[src/rtl/usb_bus_pkg.sv]
// Shared types and constants for the two-master 8-bit bus arbiter.
package usb_bus_pkg;

  typedef enum logic [1:0] {
    IDLE    = 2'd0,
    ACCESS  = 2'd1,
    RECOVER = 2'd2
  } state_t;

  localparam logic OWNER_CPU = 1'b0;
  localparam logic OWNER_USB = 1'b1;

  localparam int DEF_ADDR_W = 8;
  localparam int DEF_DATA_W = 8;

endpackage

[src/rtl/bus_rr_picker.sv]
// Two-way round-robin pick: under contention the side that did not own the bus last wins.
module bus_rr_picker
  import usb_bus_pkg::*;
(
  input  logic cpu_req,
  input  logic usb_req,
  input  logic owner,
  output logic valid,
  output logic winner
);

  always_comb begin
    valid  = cpu_req | usb_req;
    winner = OWNER_CPU;
    if (cpu_req && usb_req) winner = ~owner;
    else if (usb_req)       winner = OWNER_USB;
  end

endmodule

[src/rtl/usb_bus_arbiter.sv]
// CPU / USB-bridge bus arbiter: one access at a time, IDLE -> ACCESS -> RECOVER.
// Optional watchdog on bus_ready enabled by defining USB_BUS_ARB_TIMEOUT_EN.
module usb_bus_arbiter
  import usb_bus_pkg::*;
#(
  parameter int ADDR_W  = DEF_ADDR_W,
  parameter int DATA_W  = DEF_DATA_W,
  parameter int TIMEOUT = 15
) (
  input  logic              clk,
  input  logic              rst_n,
  input  logic              cpu_req,
  input  logic              cpu_we,
  input  logic [ADDR_W-1:0] cpu_addr,
  input  logic [DATA_W-1:0] cpu_wdata,
  output logic              cpu_gnt,
  output logic              cpu_done,
  output logic [DATA_W-1:0] cpu_rdata,
  input  logic              usb_req,
  input  logic              usb_we,
  input  logic [ADDR_W-1:0] usb_addr,
  input  logic [DATA_W-1:0] usb_wdata,
  output logic              usb_gnt,
  output logic              usb_done,
  output logic [DATA_W-1:0] usb_rdata,
  output logic [ADDR_W-1:0] bus_addr,
  output logic              bus_read,
  output logic              bus_write,
  output logic [DATA_W-1:0] bus_wdata,
  input  logic [DATA_W-1:0] bus_rdata,
  input  logic              bus_ready,
  output logic              bus_err,
  output logic              owner
);

  if (TIMEOUT < 1 || TIMEOUT > 255) begin : g_bad_timeout
    $error("usb_bus_arbiter: TIMEOUT must be 1..255");
  end

  state_t            state;
  logic              pick_vld;
  logic              pick_usb;
  logic              sel_we;
  logic [ADDR_W-1:0] sel_addr;
  logic [DATA_W-1:0] sel_wdata;
  logic              timeout_hit;
  logic [DATA_W-1:0] ret_data;

  bus_rr_picker u_picker (
    .cpu_req (cpu_req),
    .usb_req (usb_req),
    .owner   (owner),
    .valid   (pick_vld),
    .winner  (pick_usb)
  );

  assign sel_we    = pick_usb ? usb_we    : cpu_we;
  assign sel_addr  = pick_usb ? usb_addr  : cpu_addr;
  assign sel_wdata = pick_usb ? usb_wdata : cpu_wdata;

  // A timed-out read returns all ones; bus_ready takes priority over the watchdog.
  assign ret_data  = bus_ready ? bus_rdata : '1;

`ifdef USB_BUS_ARB_TIMEOUT_EN
  logic [7:0] wd_cnt;
  assign timeout_hit = (wd_cnt == 8'(TIMEOUT - 1));
`else
  assign timeout_hit = 1'b0;
`endif

  always_ff @(posedge clk or negedge rst_n) begin
    if (!rst_n) begin
      state     <= IDLE;
      owner     <= OWNER_USB;
      cpu_gnt   <= 1'b0;
      usb_gnt   <= 1'b0;
      cpu_done  <= 1'b0;
      usb_done  <= 1'b0;
      bus_read  <= 1'b0;
      bus_write <= 1'b0;
      bus_err   <= 1'b0;
      bus_addr  <= '0;
      bus_wdata <= '0;
      cpu_rdata <= '0;
      usb_rdata <= '0;
`ifdef USB_BUS_ARB_TIMEOUT_EN
      wd_cnt    <= 8'd0;
`endif
    end else begin
      cpu_gnt  <= 1'b0;
      usb_gnt  <= 1'b0;
      cpu_done <= 1'b0;
      usb_done <= 1'b0;
      bus_err  <= 1'b0;
      case (state)
        IDLE: begin
          if (pick_vld) begin
            owner     <= pick_usb;
            bus_addr  <= sel_addr;
            bus_wdata <= sel_wdata;
            bus_write <= sel_we;
            bus_read  <= ~sel_we;
            cpu_gnt   <= (pick_usb == OWNER_CPU);
            usb_gnt   <= (pick_usb == OWNER_USB);
`ifdef USB_BUS_ARB_TIMEOUT_EN
            wd_cnt    <= 8'd0;
`endif
            state     <= ACCESS;
          end
        end
        ACCESS: begin
          if (bus_ready || timeout_hit) begin
            if (bus_read) begin
              if (owner == OWNER_USB) usb_rdata <= ret_data;
              else                    cpu_rdata <= ret_data;
            end
            cpu_done  <= (owner == OWNER_CPU);
            usb_done  <= (owner == OWNER_USB);
            bus_err   <= ~bus_ready;
            bus_read  <= 1'b0;
            bus_write <= 1'b0;
            state     <= RECOVER;
          end else begin
`ifdef USB_BUS_ARB_TIMEOUT_EN
            wd_cnt <= wd_cnt + 8'd1;
`endif
          end
        end
        RECOVER: state <= IDLE;
        default: state <= IDLE;
      endcase
    end
  end

endmodule

[config.mk]
export PLATFORM = sky130hd
export DESIGN_NAME = usb_bus_arbiter
export DESIGN_NICKNAME = d
export VERILOG_FILES = /design/src/rtl/usb_bus_pkg.sv /design/src/rtl/bus_rr_picker.sv /design/src/rtl/usb_bus_arbiter.sv
export SDC_FILE = /design/constraint.sdc
export NUM_CORES = 1
export LEC_CHECK = 0
export ABC_AREA = 1
export BUFFER_PORTS_ARGS = -buffer_cell sky130_fd_sc_hd__buf_4
export CORE_MARGIN = 8
export CORE_UTILIZATION = 41
export CTS_CLUSTER_SIZE = 8
export DETAILED_ROUTE_END_ITERATION = 10
export HOLD_SLACK_MARGIN = 0.03
export PLACE_DENSITY = 0.73
export SETUP_SLACK_MARGIN = 0.5
export SLEW_MARGIN = 20
export SYNTH_ARGS = -nofsm -noshare
export SYNTH_HDL_FRONTEND = slang
export SYNTH_SLANG_ARGS = --single-unit
[constraint.sdc]
create_clock -name clk -period 1.1 [get_ports clk]
set_input_delay 0.11 -clock clk [delete_from_list [all_inputs] [get_ports clk]]
set_output_delay 0.11 -clock clk [all_outputs]
set_load 0.05 [all_outputs]
==> results.toml <==
[power]
powerDensity_nw_per_um2 = 3276
peakVddDrop_mv = 1.667
p_leak_uw = 0.001822
power_uw = 11750

[final_layout]
layout_common_cells = "68 x buf_4, 39 x dfrtp_2, 39 x buf_8, 38 x nand2_1, 28 x inv_1"
syn_to_final_growth_pct = 93.00
layout_commonest_cell = "buf_4"
final_nets = 390
drive_gt1_share_pct = 69.19
fillers = 249
fin_cells = 396
n_antenna_cell = 0

[timing]
hold_viol = 40
fmax_mhz = 757.0
fin_crit_ns = 1.321
maxSlewHeadroom_pct = 64.79
final_max_slew_viol_count = 0
worstMarginPinSlew_ns = 0.5281
fin_crit_sh_pct = 120.1
skew_ns = 0.004764
setup_viol = 37
setup_ws_ns = -0.2211
rsz0062_at_grt = "yes"
hold_ws_ns = -0.2160

[placement]
gp_congestion = 0.7573
place_inst = 363
io_buffers = 85
place_hpwl_um = 3662

[logic_synthesis]
synthAdderAreaFrac_pct = 0
yosysSeqAreaShare_pct = 55.29
synthMuxAreaShare_pct = 0
synth-xor-area-share_pct = 0
synth.largest_area_cell = "dfrtp_1"
synth_seq_cells = 41
synth_top_family_by_area = "simple AND/OR/NAND/NOR gates"
synth_top_area_share_pct = 53.87
yosysWarnings = 0
synth-compound-area-share_pct = 11.04
synthSimpleGateAreaFrac_pct = 23.37
synthCells = 223
avgSynthCellArea_um2 = 8.332
synthDistinctLibCells = 17
syn-num-nets = 270
syn_area_um2 = 1858
synthTopCellsByArea = "dfrtp_1 54%, nand2_1 15%, o21ai_1 6.7%, inv_1 6.3%, nor2_1 4.4%"

[global_routing]
antenna_found_initial = 0
grt_max_degree = 42
track_usage_pct = 15.24
globalRouteOverflowTotal = 0
grt_pass1_wl_um = 8845
grt_pass1_vias = 1821

[die]
ioPinCount = 87
die_x_um = 83.32
start_util_pct = 42.67
die_h_um = 83.32
core_area_um2 = 4354
dieArea_um2 = 6942
rows = 24

[run_status]
outcome = "finished with violations"
violations = "hold timing, setup timing"

[cts]
clockBufferDepth = 2
cts_tree = "done"
cts_buffers = 5
cts.sinks = 41
htree_num_levels = 2
root_buffer = "clkbuf_8"
path_clk_slew_ns = 0.08
insertion_delay_ns = 0.29

[detailed_routing]
wl_per_cell_um = 16.01
drc_errors = 0
via_per_inst = 4.808
ant_nets = 0
drt_wl_total_um = 6341
drtPass1Iterations = 4
drt_iter0_drc = 51
num_vias = 1904

[flow_run]
maxCapViolCount = 0

[critical_path]
crit_path_end_kind = "flip-flop"
setup.worst_path.start_class = "flip-flop"
cp.required_ns = 1.27
cp_max_fo = 6
critical_path_class = "flip-flop to flip-flop"
arrival_ns = 1.49

[hold_path]
min_path_type = "primary input to asynchronous set/reset pin"
-- metrics by stage --
step / TNS [ns] / util, % / worst slack [ns] / instance area [um2]
5_1_grt: -7.308 / 82.36 / -0.2668 / 3586
2_1_floorplan: -6.917 / - / -0.2573 / 1929
3_5_place_dp: -4.227 / 61.84 / -0.1582 / 2693
6_report: -5.632 / 82.36 / -0.2211 / 3586
3_3_place_gp: -3.530 / 61.84 / -0.1309 / 2693
4_1_cts: -4.640 / 72.96 / -0.1991 / 3177
-- path summary, 6_finish.rpt --
path	endpoint	cells past startpoint	slack, ns	startpoint
setup / recovery	bus_addr[6]	6	-0.22	owner
hold / removal	bus_wdata[6]	1	-0.22	rst_n
setup reg to reg	bus_addr[6]	6	-0.22	owner
hold reg to reg	bus_wdata[4]	2	0.52	bus_wdata[4]
max in group asynchronous	bus_addr[6]	1	0.91	rst_n
min in group clk	state[0]	2	0.04	bus_ready
-- layout make-up --
type,instances,area (um2),share of cell area (%)
timing repair buffer,121,1330,37.09
sequential,41,1080,30.11
multi-input combinational,143,893.4,24.91
inverter,31,116.4,3.245
clock buffer,7,96.34,2.687
tap,52,65.06,1.814
clock inverter,1,5.005,0.1396
-- sequential cells by signal, indices dropped and copies added (netlist names) --
register   flops
state          2
cpu_gnt        1
cpu_rdata      8
owner          1
cpu_done       1
usb_gnt        1
bus_wdata      8
usb_done       1
bus_write      1
bus_addr       8
usb_rdata      8
bus_read       1
-- synth_stat cells --
master / n
dfrtp_1: 40
nand3_1: 4
buf_6: 3
dfstp_2: 1
a21oi_1: 1
buf_4: 3
nor2_8: 1
o21ai_1: 25
inv_1: 31
o21ai_0: 1
buf_2: 3
nor2_2: 2
nor2_1: 22
o21ai_2: 8
nand2_1: 73
conb_1: 1
nand2_2: 4
-- power breakdown --
part	leakage, uW	internal, uW	switching, uW
clock	0.0000542	567	521
sequential	0.000462	2350	699
combinational	0.00131	3370	4230
total	0.00182	6290	5450
-- routing by layer --
metal	up-vias	wire length, um	global-route usage, %
li1	915	-	-
met1	915	2371	18.07
met2	66	3445	24.12
met3	8	417	5.762
met4	0	106	6.230
met5	-	0	0
-- kinds of logic after synthesis --
family	Yosys count
flops	41
buf+inv	40
simple gates	106
compound gates	35
other cells	1
-- what timing repair did --
action / CTS / global route
setup buffers: 6 / 12
endpoints found under the setup margin: 80 / 80
cloned: 1 / 6
pin swaps: 2 / 22
resized for setup: 93 / 61
hold endpoints to repair: 41 / 40
-- critical path, cell delays in order (launching register included) --
cell and delay [ns]:
dfstp_4 0.66, nand2_4 0.08, nand2_8 0.12, clkbuf_16 0.17, nand2_2 0.04, nand2_1 0.06
o21ai_1 0.07
No activity file was read; power rests on OpenSTA's default activity.
